File: config.mk
export PLATFORM = sky130hd
export DESIGN_NAME = ahb_slave_mem
export DESIGN_NICKNAME = d
export VERILOG_FILES = /design/src/rtl/ahb_pkg.sv /design/src/rtl/ahb_byte_ram.sv /design/src/rtl/ahb_slave_mem.sv
export SDC_FILE = /design/constraint.sdc
export NUM_CORES = 1
export LEC_CHECK = 0
export CORE_MARGIN = 2
export CORE_UTILIZATION = 57
export DETAILED_ROUTE_END_ITERATION = 8
export PLACE_DENSITY = 0.74
export SETUP_SLACK_MARGIN = 0.2
export SKIP_CTS_REPAIR_TIMING = 1
export SLEW_MARGIN = 20
export SYNTH_ARGS = -nofsm -noshare
export SYNTH_HDL_FRONTEND = slang
export SYNTH_SLANG_ARGS = --single-unit
File: constraint.sdc
create_clock -name CLK_SLAVE -period 4.3 [get_ports CLK_SLAVE]
set_input_delay 1.075 -clock CLK_SLAVE [delete_from_list [all_inputs] [get_ports CLK_SLAVE]]
set_output_delay 1.075 -clock CLK_SLAVE [all_outputs]
set_load 0.03 [all_outputs]
File: src/rtl/ahb_pkg.sv
// Shared AHB-Lite encodings and the responder state type.
// lane_enable maps a transfer size and byte offset onto the four little-endian byte lanes.
package ahb_pkg;

    typedef enum logic [1:0] {
        HTRANS_IDLE   = 2'b00,
        HTRANS_BUSY   = 2'b01,
        HTRANS_NONSEQ = 2'b10,
        HTRANS_SEQ    = 2'b11
    } htrans_e;

    typedef enum logic [2:0] {
        HSIZE_BYTE = 3'b000,
        HSIZE_HALF = 3'b001,
        HSIZE_WORD = 3'b010
    } hsize_e;

    localparam logic HRESP_OKAY  = 1'b0;
    localparam logic HRESP_ERROR = 1'b1;

    typedef enum logic [2:0] {
        S_IDLE,
        S_WAIT,
        S_DATA,
        S_ERR1,
        S_ERR2
    } slave_state_e;

    function automatic logic [3:0] lane_enable(input logic [2:0] size, input logic [1:0] addr_lo);
        logic [3:0] lanes;
        case (size)
            HSIZE_BYTE: lanes = 4'b0001 << addr_lo;
            HSIZE_HALF: lanes = addr_lo[1] ? 4'b1100 : 4'b0011;
            HSIZE_WORD: lanes = 4'b1111;
            default:    lanes = 4'b0000;
        endcase
        return lanes;
    endfunction

endpackage

File: src/rtl/ahb_byte_ram.sv
// DEPTH x 32 memory with per-byte write enables, asynchronous read and a
// synchronous active-low clear of every word.
module ahb_byte_ram #(
    parameter int DEPTH = 16,
    parameter int AW    = $clog2(DEPTH)
) (
    input  logic          clk,
    input  logic          rst_n,
    input  logic [3:0]    we,
    input  logic [AW-1:0] waddr,
    input  logic [31:0]   wdata,
    input  logic [AW-1:0] raddr,
    output logic [31:0]   rdata
);

    logic [31:0] mem [DEPTH];

    always_ff @(posedge clk) begin
        if (!rst_n) begin
            for (int i = 0; i < DEPTH; i++) begin
                mem[i] <= '0;
            end
        end else begin
            for (int b = 0; b < 4; b++) begin
                if (we[b]) begin
                    mem[waddr][8*b +: 8] <= wdata[8*b +: 8];
                end
            end
        end
    end

    assign rdata = mem[raddr];

endmodule

File: src/rtl/ahb_slave_mem.sv
// AHB-Lite responder over ahb_byte_ram: captures the address phase, inserts
// WAIT_STATES wait cycles, and answers illegal accesses with a two-cycle ERROR.
module ahb_slave_mem
    import ahb_pkg::*;
#(
    parameter int DEPTH       = 16,
    parameter int WAIT_STATES = 0
) (
    input  logic        CLK_SLAVE,
    input  logic        RESET_SLAVE,
    input  logic        HSEL,
    input  logic [31:0] HADDR,
    input  logic        HWRITE,
    input  logic [2:0]  HSIZE,
    input  logic [2:0]  HBURST,
    input  logic [1:0]  HTRANS,
    input  logic [31:0] HWDATA,
    output logic        HREADY,
    output logic        HRESP,
    output logic [31:0] HRDATA
);

    localparam int         AW        = $clog2(DEPTH);
    localparam logic [3:0] WAIT_LOAD = (WAIT_STATES > 0) ? 4'(WAIT_STATES - 1) : 4'd0;

    slave_state_e  state_q, state_d;
    logic [3:0]    cnt_q, cnt_d;
    logic [AW-1:0] idx_q, idx_d;
    logic [1:0]    lo_q, lo_d;
    logic [2:0]    size_q, size_d;
    logic          write_q, write_d;
    logic          hready_q, hready_d;
    logic          hresp_q, hresp_d;

    logic          accept;
    logic          illegal;
    logic [3:0]    ram_we;
    logic [31:0]   ram_rdata;
    logic          unused_hburst;

    // Every beat carries its own address, so the burst type carries no information here.
    assign unused_hburst = ^HBURST;

    assign accept  = hready_q && HSEL && (HTRANS == HTRANS_NONSEQ || HTRANS == HTRANS_SEQ);
    assign illegal = (HADDR[31:2] >= 30'(DEPTH))
                  || (HSIZE > HSIZE_WORD)
                  || (HSIZE == HSIZE_HALF && HADDR[0])
                  || (HSIZE == HSIZE_WORD && HADDR[1:0] != 2'b00);

    always_comb begin
        state_d = state_q;
        cnt_d   = cnt_q;
        idx_d   = idx_q;
        lo_d    = lo_q;
        size_d  = size_q;
        write_d = write_q;
        case (state_q)
            S_WAIT: begin
                if (cnt_q == 4'd0) begin
                    state_d = S_DATA;
                end else begin
                    cnt_d = cnt_q - 4'd1;
                end
            end
            S_ERR1: state_d = S_ERR2;
            default: begin
                // S_IDLE, S_DATA and S_ERR2 all drive HREADY high and may accept a new transfer.
                state_d = S_IDLE;
                if (accept) begin
                    idx_d   = HADDR[AW+1:2];
                    lo_d    = HADDR[1:0];
                    size_d  = HSIZE;
                    write_d = HWRITE;
                    cnt_d   = WAIT_LOAD;
                    if (illegal) begin
                        state_d = S_ERR1;
                    end else if (WAIT_STATES > 0) begin
                        state_d = S_WAIT;
                    end else begin
                        state_d = S_DATA;
                    end
                end
            end
        endcase
        hready_d = !(state_d == S_WAIT || state_d == S_ERR1);
        hresp_d  = (state_d == S_ERR1 || state_d == S_ERR2) ? HRESP_ERROR : HRESP_OKAY;
    end

    always_ff @(posedge CLK_SLAVE) begin
        if (!RESET_SLAVE) begin
            state_q  <= S_IDLE;
            cnt_q    <= '0;
            idx_q    <= '0;
            lo_q     <= '0;
            size_q   <= '0;
            write_q  <= 1'b0;
            hready_q <= 1'b1;
            hresp_q  <= HRESP_OKAY;
        end else begin
            state_q  <= state_d;
            cnt_q    <= cnt_d;
            idx_q    <= idx_d;
            lo_q     <= lo_d;
            size_q   <= size_d;
            write_q  <= write_d;
            hready_q <= hready_d;
            hresp_q  <= hresp_d;
        end
    end

    assign ram_we = (state_q == S_DATA && write_q) ? lane_enable(size_q, lo_q) : 4'b0000;

    ahb_byte_ram #(
        .DEPTH (DEPTH),
        .AW    (AW)
    ) u_ram (
        .clk   (CLK_SLAVE),
        .rst_n (RESET_SLAVE),
        .we    (ram_we),
        .waddr (idx_q),
        .wdata (HWDATA),
        .raddr (idx_q),
        .rdata (ram_rdata)
    );

    assign HREADY = hready_q;
    assign HRESP  = hresp_q;
    assign HRDATA = (state_q == S_DATA) ? ram_rdata : 32'h0;

endmodule

==> impl_metrics.toml, run 1 <==
[run_status]
status = "complete, no violations"

[floorplan]
die_h_um = 212
initial_core_util = 0.575
num_rows = 76
io_pins = 110
core_mm2 = 0.0429
fp.dieArea_mm2 = 0.0450
dieWidth_um = 212

[placement]
port_buffers = 105
dpl_cell_area_mm2 = 0.0267
dp.cells = 2273
hpwl_um = 35900
gp_congestion = 0.804

[detailed_routing]
wl_per_cell_um = 24.4
wirelength_um = 57800
ant_nets = 0
met2WireLength_um = 29000
maxUsedRoutingLayer = "met4"
wl_met1_um = 22700
via_count = 14268
viasPerCell = 6.03
drt_pass1_iterations = 5
drtIter0Drc = 1268
drc = 0
wl_met3_um = 4150

[global_route]
track_usage = 0.262
antenna_found_initial = 0
first_global_vias = 14651
grt_pass1_wl_um = 86100
grt_max_degree = 86
grt.overflow.total = 0

[setup_path]
path_buf_inv = 2
critPathLaunchType = "register"
end_kind = "primary output"
path_class = "register to primary output"
cp.arrival_ns = 2.93
cp_max_fo = 39
required_ns = 3.22
path_cells = "buf_4, mux4_2, a22oi_1, nand2_1, buf_12"
cp_top_family = "buffers and inverters"
cp_slowest_stage_delay_ns = 0.57
cp_slowest_cell = "dfxtp_4"

[timing]
slew_headroom = 0.288
clock_skew_ns = 0.0175
max_freq_mhz = 249
finalSetupViolCount = 0
timing.hold.ws_ns = 0.455
period_share = 0.932
worst_pin_slew_ns = 1.07
hold_viol = 0
final_max_slew_viol_count = 0
rsz0062_at_grt = "no"
fin_crit_ns = 4.01

[synth]
yosysSeqAreaShare = 0.642
avgSynthCellArea_um2 = 15.0
ys.flop_type = "edfxtp_1"
synth_cells = 1641
synth_nets = 1719
yosys-top-cells-area = "edfxtp_1 (62%), mux4_2 (11%), and2_1 (10%), and3_1 (3.1%), dfxtp_1 (1.9%)"
yosys-top-cells-count = "edfxtp_1 (512), and2_1 (396), mux4_2 (125), and3_1 (122), clkbuf_1 (95)"
synth-edff-count = 512
yosys.cell_count.top_type = "edfxtp_1"
yosysTopAreaCell = "edfxtp_1"
ys_ff_latch = 535
ys_types = 46
ys_warn_count = 0
synth_top_area_frac = 0.623
async_reset_ff_frac = 0
syn-cell-area_mm2 = 0.0247

[pwr]
leakage_nw = 10.7
total_power_mw = 10.9
power_density_mw_per_mm2 = 384
ir_worst_vdd_v = 0.000306

[final_layout]
instances_no_fill = 2365
area_growth_syn_to_layout_pct = 14.7
drive_gt1_frac = 0.190
fin_area_mm2 = 0.0283
final_core_util = 0.660
final_nets = 1829
n_antenna_cell = 0

[clock_tree]
cts_buffers = 53
root_buffer = "clkbuf_16"
clk_latency_ns = 0.59
cts.sinks = 535
htree_levels = 2
path_clk_slew_ns = 0.06
cts_tree = "done"
clock_path_buffers = 3

[flow_run]
drv_cap = 0

[worst_hold_path]
hold_class = "register to register"
==> tightest hold or removal path: stages (launching register included) <==
cell	delay, ns
dfxtp_1	0.30
nand2_1	0.05
a21oi_1	0.05
==> state kept, by name, summed over array words and instances (netlist names), named ones only <==
signal     flops
u_ram.mem    512
HREADY         1
cnt_q          4
lo_q           2
size_q         3
state_q        3
write_q        1
HRESP          1
idx_q          4
==> cells in the final DEF (no fill, tap or decap), types with 3 or more instances in the layout <==
cell,instances
dfxtp_1,20
nor4_2,16
a21oi_1,15
a21o_1,18
inv_1,6
and3_1,121
a22oi_1,61
buf_12,21
nor2b_1,4
nor4_1,6
buf_4,59
clkinv_2,10
mux2i_1,7
nor3b_2,3
edfxtp_1,512
nor3_2,27
dlymetal6s2s_1,11
nand2b_1,55
and2_1,395
nor2_1,22
clkbuf_16,53
nand2_1,59
nor3_1,9
clkinv_1,11
nand4_2,4
clkdlybuf4s50_1,76
mux4_2,125
clkbuf_1,9
==> path summary, 6_finish.rpt <==
| check | slack [ns] | depth (start not counted) | startpoint | to |
|---|---|---|---|---|
| setup reg to reg | 1.11 | 4 | size_q[1] | u_ram.mem[7][30] |
| hold / removal | 0.46 | 2 | write_q | write_q |
| setup / recovery | 0.29 | 5 | register | HRDATA[31] |
| hold reg to reg | 0.46 | 2 | write_q | write_q |
==> per-layer routing <==
layer,GRT usage,up-vias
met1,0.353,7161
met5,0,-
met2,0.432,581
li1,-,6420
met3,0.0477,106
met4,0.0930,0
==> power breakdown <==
group / switching (mW) / internal, mW
registers: 0.0661 / 5.87
clock network: 1.86 / 2.28
logic: 0.484 / 0.305
total: 2.41 / 8.45
==> cells by family after synthesis <==
group                      Yosys count  share of synthesized area
DFF                                535                      0.642
buffers and inverters              123                     0.0194
and+or+nand+nor                    735                      0.188
adders and majority gates            2                    0.00101
muxes                              133                      0.117
xor gates and xnor gates             1                   0.000355
AOI/OAI and AO/OA                  112                     0.0325
==> final cells by class <==
class	count	area, um^2
clock buffers	62	1360
clock inverters	22	121
fillers	3020	14600
inverters	6	22.5
multi-input cells	983	8390
flip-flops and latches	535	15800
well taps	585	732
repair buffers	172	1830
==> through the flow <==
step	setup slack, ns	TNS (ns)
6_report	0.290	0
5_1_grt	0.199	0
4_1_cts	-0.139	-0.304
3_5_place_dp	0.562	0
3_3_place_gp	0.548	0
2_1_floorplan	1.07	0
(Power assumes the default switching activity.)
==> run 2, diff against run 1 <==
CORE_UTILIZATION = 65   (was 57)
PLACE_DENSITY = 0.83   (was 0.74)
==> run 2 against run 1 <==
Design area grew 0.55%. Clock power grew 7.5%. Critical path depth grew 1. Core utilization grew 9.9 points. Worst hold slack lost 0.0050 ns. Combinational power shrank 2%. Setup slack lost 0.071 ns. Sequential share of layout area shrank 0.31 points. First-iteration DRC count grew 19%. Via count grew 2.7%. Largest cell class unchanged. Largest power group unchanged. Highest routed layer unchanged.
==> impl_metrics.toml, run 2 (synthesis results as in run 1) <==
[global_route]
grt.overflow.total = 0
grt_max_degree = 82
antenna_found_initial = 0
grt_pass1_wl_um = 85400
first_global_vias = 14986
track_usage = 0.293

[final_layout]
n_antenna_cell = 0
final_core_util = 0.759
drive_gt1_frac = 0.197
final_common_cell = "edfxtp_1"
multi_input_area_mm2 = 0.00840
layout_common_cells = "edfxtp_1 (512), and2_1 (395), mux4_2 (125), and3_1 (121), clkdlybuf4s50_1 (81)"
final_nets = 1846
area_growth_syn_to_layout_pct = 15.3
n_fill_cell = 2193
seq_area_mm2 = 0.0158
fin_area_mm2 = 0.0285
instances_no_fill = 2321
regMostFlops = "u_ram.mem"
reg_top3 = "u_ram.mem x512, cnt_q x4, idx_q x4"
largest_reg_flops = 512

[clock_tree]
cts_tree = "done"
cts_buffers = 52
clock_path_buffers = 3
root_buffer = "clkbuf_16"
htree_levels = 2
clk_latency_ns = 0.56
cts.sinks = 535
path_clk_slew_ns = 0.06

[setup_path]
cp_max_fo = 24
cp_slowest_cell = "clkdlybuf4s50_1"
required_ns = 3.22
critPathLaunchType = "register"
path_cells = "or3b_2, nor3b_2, buf_6, a22oi_1, nand2_1, clkdlybuf4s50_1"
cp_slowest_stage_delay_ns = 0.67
end_kind = "primary output"
cp.arrival_ns = 3.01
path_class = "register to primary output"

[detailed_routing]
wirelength_um = 56200
wl_per_cell_um = 24.2
drtIter0Drc = 1504
drc = 0
viasPerCell = 6.31
ant_nets = 0
drt_pass1_iterations = 5
via_count = 14649

[timing]
final_max_slew_viol_count = 0
hold_viol = 0
timing.hold.ws_ns = 0.450
rsz0062_at_grt = "yes"
finalSetupViolCount = 0
slew_headroom = 0.236
period_share = 0.949
clock_skew_ns = 0.0130
worst_pin_slew_ns = 1.14
fin_crit_ns = 4.08
max_freq_mhz = 245

[placement]
gp_congestion = 0.815
port_buffers = 105
hpwl_um = 35000
dp.cells = 2214
dpl_cell_area_mm2 = 0.0266

[floorplan]
fp.dieArea_mm2 = 0.0395
die_h_um = 199
initial_core_util = 0.658
core_mm2 = 0.0375
io_pins = 110
dieWidth_um = 199
num_rows = 71

[flow_run]
drv_cap = 0

[pwr]
seq_power_share = 0.532
p_int_mw = 8.75
leakage_nw = 10.9
ir_worst_vdd_v = 0.000311
power_density_mw_per_mm2 = 392
p_comb_frac = 0.069
switching_power_mw = 2.41
pwr-share-clk = 0.399
sw_frac_of_total = 0.216

[worst_hold_path]
hold_class = "register to register"

[run_status]
status = "complete, no violations"
==> run 2: changes by cell type in the layout (fill, tap and decap cells not counted), moves of 2 or more <==
cell	previous run	this run
clkinv_2	10	7
clkinv_1	11	4
bufinv_16	1	4
buf_6	2	4
buf_12	21	11
clkbuf_8	0	4
clkinvlp_4	0	2
dlymetal6s2s_1	11	13
clkdlybuf4s50_1	76	81
buf_16	1	3
clkbuf_1	9	21
buf_4	59	77
==> run 2: power groups by stage <==
| stage | clock, mW | sequential, mW | combinational (mW) |
|---|---|---|---|
| 2_1_floorplan | 0 | 6.01 | 0.473 |
| 3_3_place_gp | 0 | 6.04 | 0.724 |
| 3_5_place_dp | 0 | 6.05 | 0.742 |
| 4_1_cts | 4.48 | 5.94 | 0.751 |
| 5_1_grt | 4.67 | 5.95 | 0.823 |
| 6_report | 4.45 | 5.94 | 0.775 |
==> run 2: area by class of cell <==
cell class | instances | share of cell area
clock buffer | 78 | 0.0513
inverter | 6 | 0.000791
multi-input combinational | 983 | 0.295
timing repair buffer | 190 | 0.0669
sequential | 535 | 0.557
tap | 511 | 0.0225
clock inverter | 18 | 0.00681
==> run 2: final timing paths <==
kind                                  from                 to  slack (ns)  cells past startpoint
worst max register to register   size_q[1]  u_ram.mem[15][18]        1.17                      4
worst max-delay path            state_q[1]         HRDATA[18]        0.22                      6
worst min-delay path               write_q            write_q        0.45                      2
worst min register to register     write_q            write_q        0.45                      2
==> run 2: worst max-delay path: cells and delay by family (launching register included) <==
family          cells  cell delay (ns)
buf+inv             2             0.98
simple gates        3             0.94
compound gates      1             0.15
flops               1             0.35
==> run 2: per-layer routing <==
| metal | track usage | share of wire | up-vias |
|---|---|---|---|
| li1 | - | - | 6465 |
| met3 | 0.0495 | 0.091 | 127 |
| met4 | 0.112 | 0.034 | 0 |
| met1 | 0.393 | 0.38 | 7277 |
| met5 | 0 | 0 | - |
| met2 | 0.486 | 0.50 | 780 |
==> run 2: through the flow <==
| step | power, mW | setup WS (ns) | TNS [ns] |
|---|---|---|---|
| global route | 11.4 | 0.165 | 0 |
| global placement | 6.76 | 0.635 | 0 |
| CTS | 11.2 | -0.00681 | -0.00681 |
| detailed placement | 6.79 | 0.603 | 0 |
| finish | 11.2 | 0.219 | 0 |
| floorplan | 6.48 | 1.07 | 0 |
==> run 3, diff against run 2 <==
ABC_AREA = 1   (was unset)
CORE_UTILIZATION = 30   (was 65)
PLACE_DENSITY = 0.43   (was 0.83)
==> run 3 against run 2 <==
Cell count grew 60%. Largest power group unchanged. First-iteration DRC count down 7.7%. Clock power up 20%. Non-clock buffer count down 38. Setup slack improved by 0.23 ns. Critical path depth grew 3.
==> impl_metrics.toml, run 3 <==
[run_status]
status = "complete, no violations"

[detailed_routing]
via_count = 18019
drtIter0Drc = 1388
wl_per_cell_um = 20.2
ant_nets = 0
wirelength_um = 74700
drt_pass1_iterations = 5
viasPerCell = 4.86
drc = 0

[global_route]
first_global_vias = 17957
antenna_found_initial = 0
grt.overflow.total = 0
met3_usage = 0.0241
track_usage = 0.175
grt_pass1_wl_um = 112000
grtUsageMet2 = 0.292
grt_max_degree = 82
met1_usage = 0.238
busiest_layer = "met2"

[setup_path]
path_buf_inv = 3
required_ns = 3.22
cp_slowest_cell = "dfxtp_4"
path_cells = "buf_12, buf_4, nor2_1, nor2_1, o21ai_0, nand3_1, nand3_1, a21oi_1, buf_12"
cp_slowest_stage_delay_ns = 0.55
cp.arrival_ns = 2.78
cp_max_fo = 51
path_class = "register to primary output"
end_kind = "primary output"
critPathLaunchType = "register"
cp_top_family = "buffers and inverters"

[pwr]
ir_worst_vdd_v = 0.000286
leakage_nw = 11.2
seq_power_share = 0.472
total_power_mw = 12.6
switching_power_mw = 3.23
p_comb_frac = 0.103
sw_frac_of_total = 0.257
p_int_mw = 9.35
pwr-share-clk = 0.424
power_density_mw_per_mm2 = 432

[floorplan]
die_h_um = 291
dieWidth_um = 291
initial_core_util = 0.302
core_mm2 = 0.0817
num_rows = 105
io_pins = 110
fp.dieArea_mm2 = 0.0845

[timing]
final_max_slew_viol_count = 0
rsz0062_at_grt = "no"
slew_headroom = 0.216
hold_viol = 0
max_freq_mhz = 259
clock_skew_ns = 0.0251
finalSetupViolCount = 0
fin_crit_ns = 3.86
worst_pin_slew_ns = 1.17
period_share = 0.897

[synth]
ys.flop_type = "edfxtp_1"
synth_top_area_frac = 0.623
avgSynthCellArea_um2 = 9.77
ys_types = 25
synth-edff-count = 512
ys_ff_latch = 535
syn-cell-area_mm2 = 0.0247
yosysTopAreaCell = "edfxtp_1"
ys_warn_count = 0
yosys.cell_count.top_type = "nor2_1"
yosysSeqAreaShare = 0.642
synth_cells = 2525
synth_nets = 2603
yosys-top-cells-count = "nor2_1 (1025), edfxtp_1 (512), o21ai_0 (244), nand2_1 (154), nand3_1 (146)"
async_reset_ff_frac = 0
yosys-top-cells-area = "edfxtp_1 (62%), nor2_1 (16%), o21ai_0 (5.0%), nand3_1 (3.0%), nand2_1 (2.3%)"

[clock_tree]
cts_tree = "done"
root_buffer = "clkbuf_16"
htree_levels = 3
cts_buffers = 68
path_clk_slew_ns = 0.05
cts.sinks = 535
clk_latency_ns = 0.61
clock_path_buffers = 3

[placement]
dp.cells = 3585
gp_congestion = 0.777
port_buffers = 105
hpwl_um = 48400

[final_layout]
final_core_util = 0.356
drive_gt1_frac = 0.0839
final_nets = 2666
reg_top3 = "u_ram.mem x512, cnt_q x4, idx_q x4"
n_antenna_cell = 0
final_common_cell = "nor2_1"
largest_reg_flops = 512
area_growth_syn_to_layout_pct = 18.1
regMostFlops = "u_ram.mem"
instances_no_fill = 3705
layout_common_cells = "nor2_1 (1025), edfxtp_1 (512), o21ai_0 (244), nand2_1 (154), nand3_1 (146)"
n_fill_cell = 8396

[worst_hold_path]
hold_class = "register to register"

[flow_run]
drv_cap = 0
[run 3: final timing paths]
kind	from	slack, ns	endpoint	cells after the start
worst max register to register	state_q[2]	0.70	u_ram.mem[14][28]	7
worst min register to register	cnt_q[0]	0.49	cnt_q[0]	2
worst max-delay path	register	0.44	HRDATA[5]	9
worst min-delay path	cnt_q[0]	0.49	cnt_q[0]	2
[run 3: per-layer routing]
layer,up-vias,wire length [um]
li1,8692,-
met1,8845,34300
met2,397,35800
met3,85,3190
met4,0,1350
met5,-,0
[run 3: logic make-up (layout without fill, tap and decap cells)]
family / Yosys count / in the layout / share of synthesized area
DFF: 535 / 535 / 0.642
buffers and inverters: 246 / 356 / 0.0409
AOI/OAI and AO/OA: 350 / 350 / 0.0775
adders and majority gates: 2 / 2 / 0.00101
and+or+nand+nor: 1392 / 1392 / 0.238
[run 3: area by class of cell]
| class | count | area [um^2] | area share |
|---|---|---|---|
| inverter | 87 | 342 | 0.0117 |
| clock inverter | 31 | 228 | 0.00782 |
| timing repair buffer | 152 | 1730 | 0.0594 |
| tap | 1070 | 1340 | 0.0460 |
| sequential | 535 | 15800 | 0.544 |
| clock buffer | 86 | 1810 | 0.0622 |
| multi-input combinational | 1744 | 7830 | 0.269 |
[run 3: power by group through the flow]
stage / logic (mW) / clock network [mW] / registers (mW)
floorplan: 0.787 / 0 / 6.02
global placement: 1.29 / 0 / 6.05
detailed placement: 1.30 / 0 / 6.05
CTS: 1.30 / 5.46 / 5.94
global route: 1.43 / 5.67 / 5.96
finish: 1.30 / 5.34 / 5.94
[run 3: metrics by stage]
step | hold slack (ns) | cell area [um^2] | setup slack (ns) | setup TNS (ns)
after floorplan | 0.461 | 24700 | 1.37 | 0
after global placement | 0.475 | 27000 | 0.497 | 0
after detailed placement | 0.490 | 27000 | 0.463 | 0
after CTS | 0.497 | 29000 | -0.196 | -2.16
after global routing | 0.527 | 29100 | 0.296 | 0
final | 0.492 | 29100 | 0.445 | 0
[run 3: worst min-delay path: stages, from the launching register on]
cell,delay (ns)
dfxtp_1,0.31
nand3_1,0.07
a21oi_1,0.06
==> edit (config.mk and constraints of run 3) <==
`DEPTH` is set to 16 in 2 places; all go to 8.
--- a/src/rtl/ahb_byte_ram.sv
+++ b/src/rtl/ahb_byte_ram.sv
@@ -1,7 +1,7 @@
 // DEPTH x 32 memory with per-byte write enables, asynchronous read and a
 // synchronous active-low clear of every word.
 module ahb_byte_ram #(
-    parameter int DEPTH = 16,
+    parameter int DEPTH = 8,
     parameter int AW    = $clog2(DEPTH)
 ) (
     input  logic          clk,
--- a/src/rtl/ahb_slave_mem.sv
+++ b/src/rtl/ahb_slave_mem.sv
@@ -3,7 +3,7 @@
 module ahb_slave_mem
     import ahb_pkg::*;
 #(
-    parameter int DEPTH       = 16,
+    parameter int DEPTH       = 8,
     parameter int WAIT_STATES = 0
 ) (
     input  logic        CLK_SLAVE,
Check against the original RTL: not equivalent (a bounded check fails within 4 cycles, from zero or initial values and one cycle with RESET_SLAVE low).
==> edit against run 3 <==
Die area down 48%; cell count down 47%; sequential power decreased by 48%; count of clock-buffer cells in the layout shrank 48; wire length decreased by 53%; design area is 48% lower; core utilization rose by 0.74 points; synthesized area is 49% lower; setup slack improved by 73 ps; global-route usage decreased by 1.5 points; sequential cell count shrank 258; total power down 52%; highest routed layer unchanged.
==> edit: results (changes against run 3) <==
global_route:
  globalRouteMet2Util: 0.2721  # -0.01967
  grt_max_degree: 97  # +18%
  grt_pass1_wl_um: 54480  # -51%
  grt_pass1_vias: 9392  # -48%
  grt.met1_usage: 0.2172  # -0.02054
worst_setup_path:
  crit_path_end: "HRDATA[31]"
  arrival_ps: 2710  # -70 ps
  r2r-start: "state_q[1]$_SDFF_PN0_"
  reg2reg_depth: 8  # +1
route:
  dr.first_iter.drc_count: 570  # -59%
  wirelength_um: 35050  # -53%
  wl_met3_um: 1579  # -50%
cells_and_area:
  fill_cells: 4308  # -49%
  drive_gt1_frac: 0.06535  # -0.01852
  seqCellArea_um2: 8114  # -49%
synth:
  synth_commonest_cells: "nor2_1 (524), edfxtp_1 (256), o21ai_0 (138)"
  synth_fa_ha_area_frac: 0.001973  # +0.0009579
  synth_edf_count: 256  # -50%
  yosysSeqAreaShare: 0.6391  # -0.002994
timing:
  finClkSkew_ps: 10.76  # -14.32 ps
  relSlewSlack: 0.2124  # -0.003905
clocking:
  htree_levels: 1  # -2
placement:
  dpl_cell_area_um2: 14350  # -47%
  place_congestion: 0.7376  # -5.0%
  dp.cells: 1907  # -47%
pwr:
  vdd_ir_drop_max_v: 0.0002211  # -23%
outcome:
  status: "completed"
## edit: report_power, final
| part | switching, mW | internal (mW) |
|---|---|---|
| combinational | 0.434 | 0.210 |
| sequential | 0.0364 | 3.03 |
| clock | 1.05 | 1.31 |
## edit: worst max-delay path, stage by stage (launching register included)
cell and delay, ps:
dfxtp_2 350, buf_12 390, o21ai_0 170, o22ai_1 180
nor2_1 80, nor2_1 240, clkdlybuf4s50_1 730
## edit: area by class of cell
type	count	share of cell area
sequential	277	0.5329
clock inverter	17	0.004930
tap	539	0.04429
multi-input combinational	912	0.2701
clock buffer	38	0.05267
inverter	61	0.01512
timing repair buffer	118	0.08003
## edit: cell families (layout without fill, tap and decap cells)
kind of cell             count (synthesis)  in the layout
adder cells (fa/ha/maj)                  2              2
buffers and inverters                  121            234
AO/OA/AOI/OAI                          224            224
AND/OR/NAND/NOR                        686            686
flip-flops                             277            277
